`config.mk`:
```
export PLATFORM = sky130hd
export DESIGN_NAME = regfile_2r1w_sweep_flat
export DESIGN_NICKNAME = d
export VERILOG_FILES = /design/src/rtl/regfile_2r1w_sweep_pkg.sv /design/src/rtl/regfile_2r1w_sweep_if.sv /design/src/rtl/regfile_2r1w_sweep_read_port.sv /design/src/rtl/regfile_2r1w_sweep.sv /design/src/flat_wrapper.sv
export SDC_FILE = /design/constraint.sdc
export NUM_CORES = 1
export LEC_CHECK = 0
export ABC_AREA = 0
export BUFFER_PORTS_ARGS = -buffer_cell sky130_fd_sc_hd__buf_2
export CAP_MARGIN = 0
export CORE_MARGIN = 5
export CORE_UTILIZATION = 42
export DETAILED_ROUTE_END_ITERATION = 6
export PLACE_DENSITY = 0.56
export SYNTH_ARGS = -nofsm -noshare
export SYNTH_HDL_FRONTEND = slang
export SYNTH_HIERARCHICAL = 1
export SYNTH_SLANG_ARGS = --single-unit
```
`constraint.sdc`:
```
create_clock -name clk -period 4 [get_ports clk]
set_input_delay 0.2 -clock clk [delete_from_list [all_inputs] [get_ports clk]]
set_output_delay 0.2 -clock clk [all_outputs]
set_load 0.01 [all_outputs]
```
`src/rtl/regfile_2r1w_sweep_pkg.sv`:
```
// Shared definitions for the swept-reset 2-read/1-write register file:
// sweep FSM states, address-width helper and feature defaults.
package regfile_pkg;

    typedef enum logic {
        CLEAR = 1'b0,
        RUN   = 1'b1
    } state_e;

    localparam bit ZERO_REG_DEFAULT = 1'b1;
    localparam bit BYPASS_DEFAULT   = 1'b1;

    // A single-entry file still needs one address bit to index the array.
    function automatic int addr_w(input int depth);
        return (depth > 1) ? $clog2(depth) : 1;
    endfunction

endpackage

```
`src/rtl/regfile_2r1w_sweep_if.sv`:
```
// Decode/writeback-facing bus of the register file: one write port,
// two read ports and the busy flag raised while the clear sweep runs.
interface regfile_2r1w_sweep_if #(
    parameter int WIDTH = 32,
    parameter int DEPTH = 32
);
    import regfile_pkg::*;

    localparam int ADDR_W = addr_w(DEPTH);

    logic              wr_en;
    logic [ADDR_W-1:0] wr_addr;
    logic [WIDTH-1:0]  wr_data;
    logic [ADDR_W-1:0] rd_addr0;
    logic [WIDTH-1:0]  rd_data0;
    logic [ADDR_W-1:0] rd_addr1;
    logic [WIDTH-1:0]  rd_data1;
    logic              busy;

    modport master (
        output wr_en, wr_addr, wr_data, rd_addr0, rd_addr1,
        input  rd_data0, rd_data1, busy
    );

    modport slave (
        input  wr_en, wr_addr, wr_data, rd_addr0, rd_addr1,
        output rd_data0, rd_data1, busy
    );

endinterface

```
`src/rtl/regfile_2r1w_sweep_read_port.sv`:
```
// One combinational read port: busy-zero, hard-wired zero register,
// write bypass and array data, in that order of priority.
module regfile_read_port import regfile_pkg::*; #(
    parameter int WIDTH    = 32,
    parameter int ADDR_W   = 5,
    parameter bit ZERO_REG = ZERO_REG_DEFAULT
) (
    input  logic              busy_i,
    input  logic [ADDR_W-1:0] rd_addr_i,
    input  logic [WIDTH-1:0]  mem_data_i,
    input  logic              byp_valid_i,
    input  logic [ADDR_W-1:0] wr_addr_i,
    input  logic [WIDTH-1:0]  wr_data_i,
    output logic [WIDTH-1:0]  rd_data_o
);

    always_comb begin
        // NOTE: assigning a default before the if-chain keeps every path driven, so no latch is inferred.
        rd_data_o = mem_data_i;
        if (busy_i) begin
            rd_data_o = '0;
        end else if (ZERO_REG && (rd_addr_i == '0)) begin
            rd_data_o = '0;
        end else if (byp_valid_i && (wr_addr_i == rd_addr_i)) begin
            rd_data_o = wr_data_i;
        end
    end

endmodule

```
`src/rtl/regfile_2r1w_sweep.sv`:
```
// Parametrised 2R1W register file; storage is cleared by a one-entry-per-cycle
// sweep after reset so the array itself needs no reset and can map to RAM.
module regfile_2r1w_sweep import regfile_pkg::*; #(
    parameter int WIDTH    = 32,
    parameter int DEPTH    = 32,
    parameter bit ZERO_REG = ZERO_REG_DEFAULT,
    parameter bit BYPASS   = BYPASS_DEFAULT
) (
    input  logic                 clk,
    input  logic                 reset,
    regfile_2r1w_sweep_if.slave  bus
);

    localparam int                ADDR_W = addr_w(DEPTH);
    localparam logic [ADDR_W-1:0] LAST   = ADDR_W'(DEPTH - 1);

    state_e            state_q;
    logic [ADDR_W-1:0] ptr_q;
    logic [WIDTH-1:0]  mem [DEPTH];

    logic              busy;
    logic              write_drop;
    logic              byp_valid;
    logic              mem_we;
    logic [ADDR_W-1:0] mem_waddr;
    logic [WIDTH-1:0]  mem_wdata;

    // Reset restarts the sweep from entry 0 regardless of where it was.
    always_ff @(posedge clk) begin
        // NOTE: sequential state uses non-blocking assignments so every register samples pre-edge values.
        if (reset) begin
            state_q <= CLEAR;
            ptr_q   <= '0;
        end else if (state_q == CLEAR) begin
            ptr_q <= ptr_q + ADDR_W'(1);
            if (ptr_q == LAST) begin
                state_q <= RUN;
            end
        end
    end

    assign busy       = (state_q == CLEAR);
    assign bus.busy   = busy;
    assign write_drop = ZERO_REG && (bus.wr_addr == '0);

    // The sweep and the functional write share the single array write port.
    always_comb begin
        mem_we    = 1'b0;
        mem_waddr = ptr_q;
        mem_wdata = '0;
        if (!reset) begin
            if (busy) begin
                mem_we = 1'b1;
            end else if (bus.wr_en && !write_drop) begin
                mem_we    = 1'b1;
                mem_waddr = bus.wr_addr;
                mem_wdata = bus.wr_data;
            end
        end
    end

    // NOTE: the array is deliberately not reset; the sweep clears it so it can map onto RAM.
    always_ff @(posedge clk) begin
        if (mem_we) begin
            mem[mem_waddr] <= mem_wdata;
        end
    end

    assign byp_valid = BYPASS && !busy && bus.wr_en && !write_drop;

    regfile_read_port #(
        .WIDTH    (WIDTH),
        .ADDR_W   (ADDR_W),
        .ZERO_REG (ZERO_REG)
    ) u_rd0 (
        .busy_i      (busy),
        .rd_addr_i   (bus.rd_addr0),
        .mem_data_i  (mem[bus.rd_addr0]),
        .byp_valid_i (byp_valid),
        .wr_addr_i   (bus.wr_addr),
        .wr_data_i   (bus.wr_data),
        .rd_data_o   (bus.rd_data0)
    );

    regfile_read_port #(
        .WIDTH    (WIDTH),
        .ADDR_W   (ADDR_W),
        .ZERO_REG (ZERO_REG)
    ) u_rd1 (
        .busy_i      (busy),
        .rd_addr_i   (bus.rd_addr1),
        .mem_data_i  (mem[bus.rd_addr1]),
        .byp_valid_i (byp_valid),
        .wr_addr_i   (bus.wr_addr),
        .wr_data_i   (bus.wr_data),
        .rd_data_o   (bus.rd_data1)
    );

endmodule

```
`src/flat_wrapper.sv`:
```
// flat-port wrapper written by rule: the top's interface ports become plain ports
module regfile_2r1w_sweep_flat import regfile_pkg::*;
#(
    parameter int WIDTH    = 32,
    parameter int DEPTH    = 32,
    parameter bit ZERO_REG = ZERO_REG_DEFAULT,
    parameter bit BYPASS   = BYPASS_DEFAULT
)
  (clk, reset, bus_wr_en, bus_wr_addr, bus_wr_data, bus_rd_addr0, bus_rd_addr1, bus_rd_data0, bus_rd_data1, bus_busy);
  regfile_2r1w_sweep_if #(.WIDTH(WIDTH), .DEPTH(DEPTH)) bus_i ();
  input  logic clk;
  input  logic reset;
  input wire logic [$bits(bus_i.wr_en)-1:0] bus_wr_en;
  input wire logic [$bits(bus_i.wr_addr)-1:0] bus_wr_addr;
  input wire logic [$bits(bus_i.wr_data)-1:0] bus_wr_data;
  input wire logic [$bits(bus_i.rd_addr0)-1:0] bus_rd_addr0;
  input wire logic [$bits(bus_i.rd_addr1)-1:0] bus_rd_addr1;
  output wire logic [$bits(bus_i.rd_data0)-1:0] bus_rd_data0;
  output wire logic [$bits(bus_i.rd_data1)-1:0] bus_rd_data1;
  output wire logic [$bits(bus_i.busy)-1:0] bus_busy;
  assign bus_i.wr_en = bus_wr_en;
  assign bus_i.wr_addr = bus_wr_addr;
  assign bus_i.wr_data = bus_wr_data;
  assign bus_i.rd_addr0 = bus_rd_addr0;
  assign bus_i.rd_addr1 = bus_rd_addr1;
  assign bus_rd_data0 = bus_i.rd_data0;
  assign bus_rd_data1 = bus_i.rd_data1;
  assign bus_busy = bus_i.busy;
  regfile_2r1w_sweep #(.WIDTH(WIDTH), .DEPTH(DEPTH), .ZERO_REG(ZERO_REG), .BYPASS(BYPASS)) u_core (.clk(clk), .reset(reset), .bus(bus_i));
endmodule
```
==> results.py, run 1 <==
metrics = {
    "status": {
        "outcome": "completed",
    },
    "power": {
        "leakage_nw": 22.9,
        "internal-power_w": 0.0184,
        "switching_power_w": 0.00556,
        "power.share.clock_pct": 43.0,
        "power_frac_comb_pct": 7.9,
        "swShare_pct": 23.2,
        "ir_drop_v": 0.000397,
        "powerDensity_nw_per_um2": 417,
        "pwr-share-seq_pct": 49.1,
    },
    "global_routing": {
        "grt_max_degree": 76,
        "grtUsageTotal_pct": 25.9,
        "grt_pass1_vias": 33700,
        "antenna_found_initial": 3,
        "grt_pass1_wl_um": 238000,
        "gr-total-overflow": 0,
    },
    "sta": {
        "slew_viol_final": 0,
        "setup_viol": 0,
        "relSlewSlack_pct": 21.6,
        "hold_viol_final": 0,
        "final.setup.tns_ps": 0,
        "fmaxAchievable_mhz": 289,
        "min_period_over_period_pct": 86.5,
        "fin_skew_ps": 28.2,
        "layout_setup_ws_ps": 540,
        "tightest_slew_ps": 1180,
        "rsz0062_at_grt": "no",
        "min_period_ps": 3460,
    },
    "yosys": {
        "syn_inst": 3723,
        "synthesis.area_um2": 50300,
        "synth_nets": 3775,
        "synthTopCellsByCount": "1,026 x mux2i_1, 1,024 x edfxtp_1, 261 x nand2_1",
        "yosys-top-cells-area": "edfxtp_1 61%, mux2i_1 20%, a22oi_1 2.9%, a22o_1 2.2%, nand2_1 1.9%",
        "synth_edf_count": 1024,
        "seq_area_frac_synth_pct": 61.3,
        "synth.avg_cell_area_um2": 13.5,
        "synth_cell_types": 40,
        "ys_seq_elements": 1030,
        "ys.flop_type": "edfxtp_1",
        "async_reset_ff_share_pct": 0,
        "synth.most_common_cell": "mux2i_1",
        "ys_warn_count": 6,
        "yosysTopAreaCell": "edfxtp_1",
        "yosysTopAreaCellShare_pct": 61.1,
    },
    "clocking": {
        "clockRootBuffer": "clkbuf_16",
        "cts-buffers-inserted": 112,
        "worstSkewPairLatency_ps": 720,
        "cts_max_path_buffers": 3,
        "tritoncts": "yes",
        "post_cts_buffers": 0,
        "htreeDepth": 3,
        "path_clk_slew_ps": 60,
        "clock_sinks": 1030,
    },
    "cells_and_area": {
        "stdcell_count": 5577,
        "syn_to_final_growth_pct": 14.5,
        "drive_above_1_share_pct": 13.7,
        "nNetsFinal": 3919,
    },
    "placement": {
        "placement.setup.worst_slack_ps": 765,
        "placed_cells": 5364,
        "dp_hpwl_um": 102000,
        "place.gp.congestion": 0.822,
        "portBuffers": 114,
    },
    "die": {
        "dieWidth_um": 356,
        "die_area_um2": 127000,
        "initial_utilization_pct": 42.1,
        "rows": 127,
        "die_y_um": 356,
        "core_um2": 119000,
        "io_pins": 115,
    },
    "setup_path": {
        "slowest_stage": "buf_4",
        "cp.arrival_ps": 3260,
        "crit-reg2reg-capture": "u_core/mem[4][7]",
        "rr_worst_depth": 7,
        "crit_required_ps": 3800,
        "worstSetupStartpoint": "u_core/state_q",
        "path_class": "reg2out",
        "r2r_setup_slack_ps": 790,
        "cpLargestDelayFamily": "buffers and inverters",
        "worst-path-buf-inv": 2,
        "r2r_start": "u_core/state_q",
        "slowest_delay_ps": 550,
        "worst_path_most_repeated_cell": "and2_2",
        "start_kind": "flop",
        "worstPathCellList": "nand2_1 > a21oi_1 > and2_2 > and2_2 > buf_4 > o21ai_0 > buf_2",
        "crit_fanout": 20,
        "end_kind": "output port",
    },
    "min_path": {
        "hold_end": "u_core/mem[1][13]",
        "worstHoldStart": "bus_wr_data[13]",
        "hold_class": "in2reg",
        "holdPathStages": 2,
    },
    "drt": {
        "drc_errors": 0,
        "drtAntennaViolNets": 0,
        "routed_wl_um": 168000,
        "drt_pass1_iterations": 6,
        "drt_iter0_markers": 3720,
        "vias_per_cell": 6.12,
        "vias": 34100,
        "wl_per_cell_um": 30.2,
    },
    "run": {
        "drv_cap": 0,
    },
}
==> power groups by stage <==
stage               Combinational (W)  Clock (W)  Sequential [W]
floorplan                     0.00118          0          0.0120
global placement              0.00187          0          0.0120
detailed placement            0.00187          0          0.0120
CTS                           0.00188     0.0105          0.0118
global route                  0.00198     0.0109          0.0118
finish                        0.00190     0.0103          0.0118
==> registers in the layout, summed over array words and instances (netlist names) <==
name,flops
u_core/mem,1024
u_core/ptr_q,5
u_core/state_q,1
==> routing by layer <==
| layer | share of wire [%] | track usage (%) |
|---|---|---|
| met5 | 0.017 | 0 |
| met4 | 3.1 | 7.96 |
| met3 | 9.0 | 5.51 |
| met2 | 44 | 39.6 |
| met1 | 44 | 37.1 |
==> how the worst max path moves through the flow <==
stage | to | slack, ps | cells after the start
after detailed placement | u_core/mem[23][28] | 770 | 7
final | bus_rd_data0[18] | 540 | 7
after CTS | bus_rd_data0[18] | 610 | 7
after global routing | bus_rd_data0[18] | 430 | 7
after floorplan | u_core/mem[25][0] | 900 | 5
after global placement | u_core/mem[12][31] | 810 | 7
==> kinds of logic after synthesis <==
kind of cell             count (synthesis)  synth area share, %
AND/OR/NAND/NOR                        701                 6.68
flip-flops                            1030                 61.3
adder cells (fa/ha/maj)                  2               0.0497
buffers and inverters                  294                 2.66
multiplexers                          1026                 20.4
XOR/XNOR                                12                0.209
AO/OA/AOI/OAI                          658                 8.69
==> stage by stage <==
step                      hold slack (ps)  util [%]  area, µm²  total power, W
after floorplan                       389         -      50300          0.0132
after global placement                510      45.2      54000          0.0139
after detailed placement              509      45.2      54000          0.0139
after CTS                            38.2      48.2      57600          0.0242
after global routing                 73.5      48.2      57600          0.0247
final                                80.1      48.2      57600          0.0240
==> layout by cell type (no fill, tap or decap), drive strengths merged, types with 2 or more instances in the layout <==
master,instances
mux2i,1026
edfxtp,1024
buf,318
nand2,261
a21oi,199
nand3,194
a22oi,192
clkbuf,132
a22o,128
nor3,68
a31oi,68
o21ai,68
nand4,66
clkinv,61
nor2,44
and2,38
bufinv,13
nand2b,10
xor2,8
inv,8
dfxtp,6
nor2b,5
xnor2,4
or2,3
nor3b,3
nor4,3
clkinvlp,2
nand3b,2
o31a,2
ha,2
and3,2
==> worst register-to-register path: cells and delay by family, from the launching register on <==
| family | cells | cell delay (ps) |
|---|---|---|
| AO/OA/AOI/OAI | 2 | 950 |
| buffers and inverters | 2 | 740 |
| AND/OR/NAND/NOR | 3 | 710 |
| flip-flops | 1 | 540 |
==> repair_timing <==
item	4_1_cts	5_1_grt
endpoints found under the hold margin	6	0
resized for setup	0	0
hold buffers	1	0
==> layout make-up <==
| class | instances | area (µm²) |
|---|---|---|
| flip-flops and latches | 1030 | 30900 |
| clock inverters | 79 | 746 |
| fillers | 10600 | 61900 |
| multi-input cells | 2399 | 18500 |
| clock buffers | 132 | 2900 |
| well taps | 1612 | 2020 |
| repair buffers | 319 | 2610 |
| diodes | 1 | 2.50 |
| inverters | 5 | 18.8 |
No activity file was read; power rests on OpenSTA's default activity.
==> run 2, diff against run 1 <==
CELL_PAD_IN_SITES_DETAIL_PLACEMENT = 1   (was unset)
CELL_PAD_IN_SITES_GLOBAL_PLACEMENT = 2   (was unset)
PLACE_DENSITY = 0.85   (was 0.56)
==> run 2 against run 1 <==
Compared with the run above:
- clock power is essentially flat
- utilization shrank 0.12 points
- largest power group unchanged
- non-clock buffer count shrank 8
- global-route usage grew 2.0 points
- critical path type unchanged
- highest routed layer unchanged
- sequential share of layout area grew 0.13 points
- wire length grew 8.2%
==> results.py, run 2 (synthesized netlist as in run 1, its figures left out) <==
metrics = {
    "die": {
        "io_pins": 115,
        "initial_utilization_pct": 42.1,
        "die_y_um": 356,
        "core_um2": 119000,
        "die_area_um2": 127000,
        "rows": 127,
        "dieWidth_um": 356,
    },
    "drt": {
        "drtAntennaViolNets": 0,
        "vias_per_cell": 6.46,
        "drt_pass1_iterations": 5,
        "wl_per_cell_um": 32.8,
        "drt_iter0_markers": 4292,
        "routed_wl_um": 182000,
        "vias": 35900,
        "drc_errors": 0,
    },
    "cells_and_area": {
        "syn_to_final_growth_pct": 14.2,
        "top_register": "u_core/mem",
        "final_common_cell": "mux2i_1",
        "reg_top3": "u_core/mem x1024, u_core/ptr_q x5, u_core/state_q x1",
        "stdcell_count": 5562,
        "nNetsFinal": 3909,
        "drive_above_1_share_pct": 13.3,
        "final_cell_mix": "1,026 x mux2i_1, 1,024 x edfxtp_1, 259 x nand2_1",
        "largest_register_ffs": 1024,
    },
    "sta": {
        "min_period_ps": 3580,
        "fmaxAchievable_mhz": 279,
        "slew_viol_final": 0,
        "fin_skew_ps": 28.5,
        "setup_viol": 0,
        "rsz0062_at_grt": "no",
        "final.setup.tns_ps": 0,
        "tightest_slew_ps": 1340,
        "min_period_over_period_pct": 89.5,
        "hold_viol_final": 0,
        "relSlewSlack_pct": 10.6,
    },
    "power": {
        "ir_drop_v": 0.000333,
        "leakage_nw": 22.7,
        "swShare_pct": 24.0,
        "power_frac_comb_pct": 8.5,
        "switching_power_w": 0.00573,
        "internal-power_w": 0.0182,
        "powerDensity_nw_per_um2": 416,
        "pwr-share-seq_pct": 49.4,
        "power.share.clock_pct": 42.1,
    },
    "setup_path": {
        "slowest_delay_ps": 790,
        "slowest_stage": "and2_2",
        "worstSetupStartpoint": "u_core/state_q",
        "path_class": "reg2out",
        "r2r_start": "u_core/state_q",
        "end_kind": "output port",
        "start_kind": "flop",
        "cp.arrival_ps": 3380,
        "worstPathCellList": "nand2_1 > a21oi_1 > and2_2 > and2_4 > o21ai_0 > buf_2",
        "crit_fanout": 33,
        "crit_required_ps": 3800,
    },
    "clocking": {
        "tritoncts": "yes",
        "clock_sinks": 1030,
        "cts-buffers-inserted": 110,
        "path_clk_slew_ps": 60,
        "cts_max_path_buffers": 3,
        "worstSkewPairLatency_ps": 700,
        "clockRootBuffer": "clkbuf_16",
        "htreeDepth": 3,
    },
    "min_path": {
        "hold_class": "in2reg",
        "worstHoldStart": "bus_wr_data[13]",
    },
    "global_routing": {
        "gr-total-overflow": 0,
        "grt_pass1_wl_um": 260000,
        "antenna_found_initial": 7,
        "grt_max_degree": 65,
        "grt_pass1_vias": 37100,
        "grtUsageTotal_pct": 27.9,
    },
    "status": {
        "outcome": "completed",
    },
    "placement": {
        "portBuffers": 114,
        "place.gp.congestion": 0.852,
        "dp_hpwl_um": 109000,
        "placed_cells": 5356,
    },
    "run": {
        "drv_cap": 0,
    },
}
run 2: final timing paths:
check	end	slack (ps)	cells past startpoint
max	bus_rd_data1[27]	420	6
min	u_core/mem[15][13]	160	2
max reg2reg	u_core/mem[29][9]	670	6
min reg2reg	u_core/ptr_q[0]	530	2
run 2: worst max-delay path, delay by kind of cell, from the launching register on:
kind	cells	cell delay, ps
DFF	1	560
and+or+nand+nor	3	1560
buffers and inverters	1	180
AOI/OAI and AO/OA	2	380
run 2: cell type report:
| class | count | area, µm² |
|---|---|---|
| Tap cell | 1612 | 2020 |
| Fill cell | 12100 | 62000 |
| Multi-Input combinational cell | 2399 | 18500 |
| Clock inverter | 62 | 526 |
| Antenna cell | 1 | 2.50 |
| Inverter | 5 | 18.8 |
| Clock buffer | 142 | 2950 |
| Sequential cell | 1030 | 30900 |
| Timing Repair Buffer | 311 | 2640 |
run 2: power by group through the flow:
stage / sequential [W] / combinational, W / clock (W)
floorplan: 0.0120 / 0.00118 / 0
detailed placement: 0.0120 / 0.00197 / 0
global placement: 0.0120 / 0.00195 / 0
finish: 0.0118 / 0.00204 / 0.0101
global route: 0.0118 / 0.00210 / 0.0106
CTS: 0.0118 / 0.00199 / 0.0101
run 2: through the flow:
step / hold WS [ps] / utilization [%] / setup slack (ps) / power [W] / area, µm²
floorplan: 389 / - / 902 / 0.0132 / 50300
global placement: 500 / 45.2 / 676 / 0.0140 / 54000
detailed placement: 509 / 45.2 / 633 / 0.0140 / 54000
CTS: 118 / 48.1 / 6.34 / 0.0239 / 57500
global route: 146 / 48.1 / 246 / 0.0245 / 57500
finish: 165 / 48.1 / 419 / 0.0239 / 57500
run 2: what timing repair did:
action                                  4_1_cts  5_1_grt
endpoints found under the setup margin        0       31
buffers inserted                              0        0
gates resized for setup                       0        1
hold endpoints to repair                      6        0
hold buffers                                  1        0
run 2: routing by layer:
metal | part of all wire [%] | wire, µm | up-vias | global-route usage, %
met5 | 0.0066 | 12 | - | 0
met4 | 3.4 | 6230 | 2 | 8.88
met3 | 10 | 18800 | 370 | 5.98
met2 | 46 | 83100 | 2018 | 44.1
met1 | 41 | 74200 | 18700 | 38.6
li1 | - | - | 14900 | -
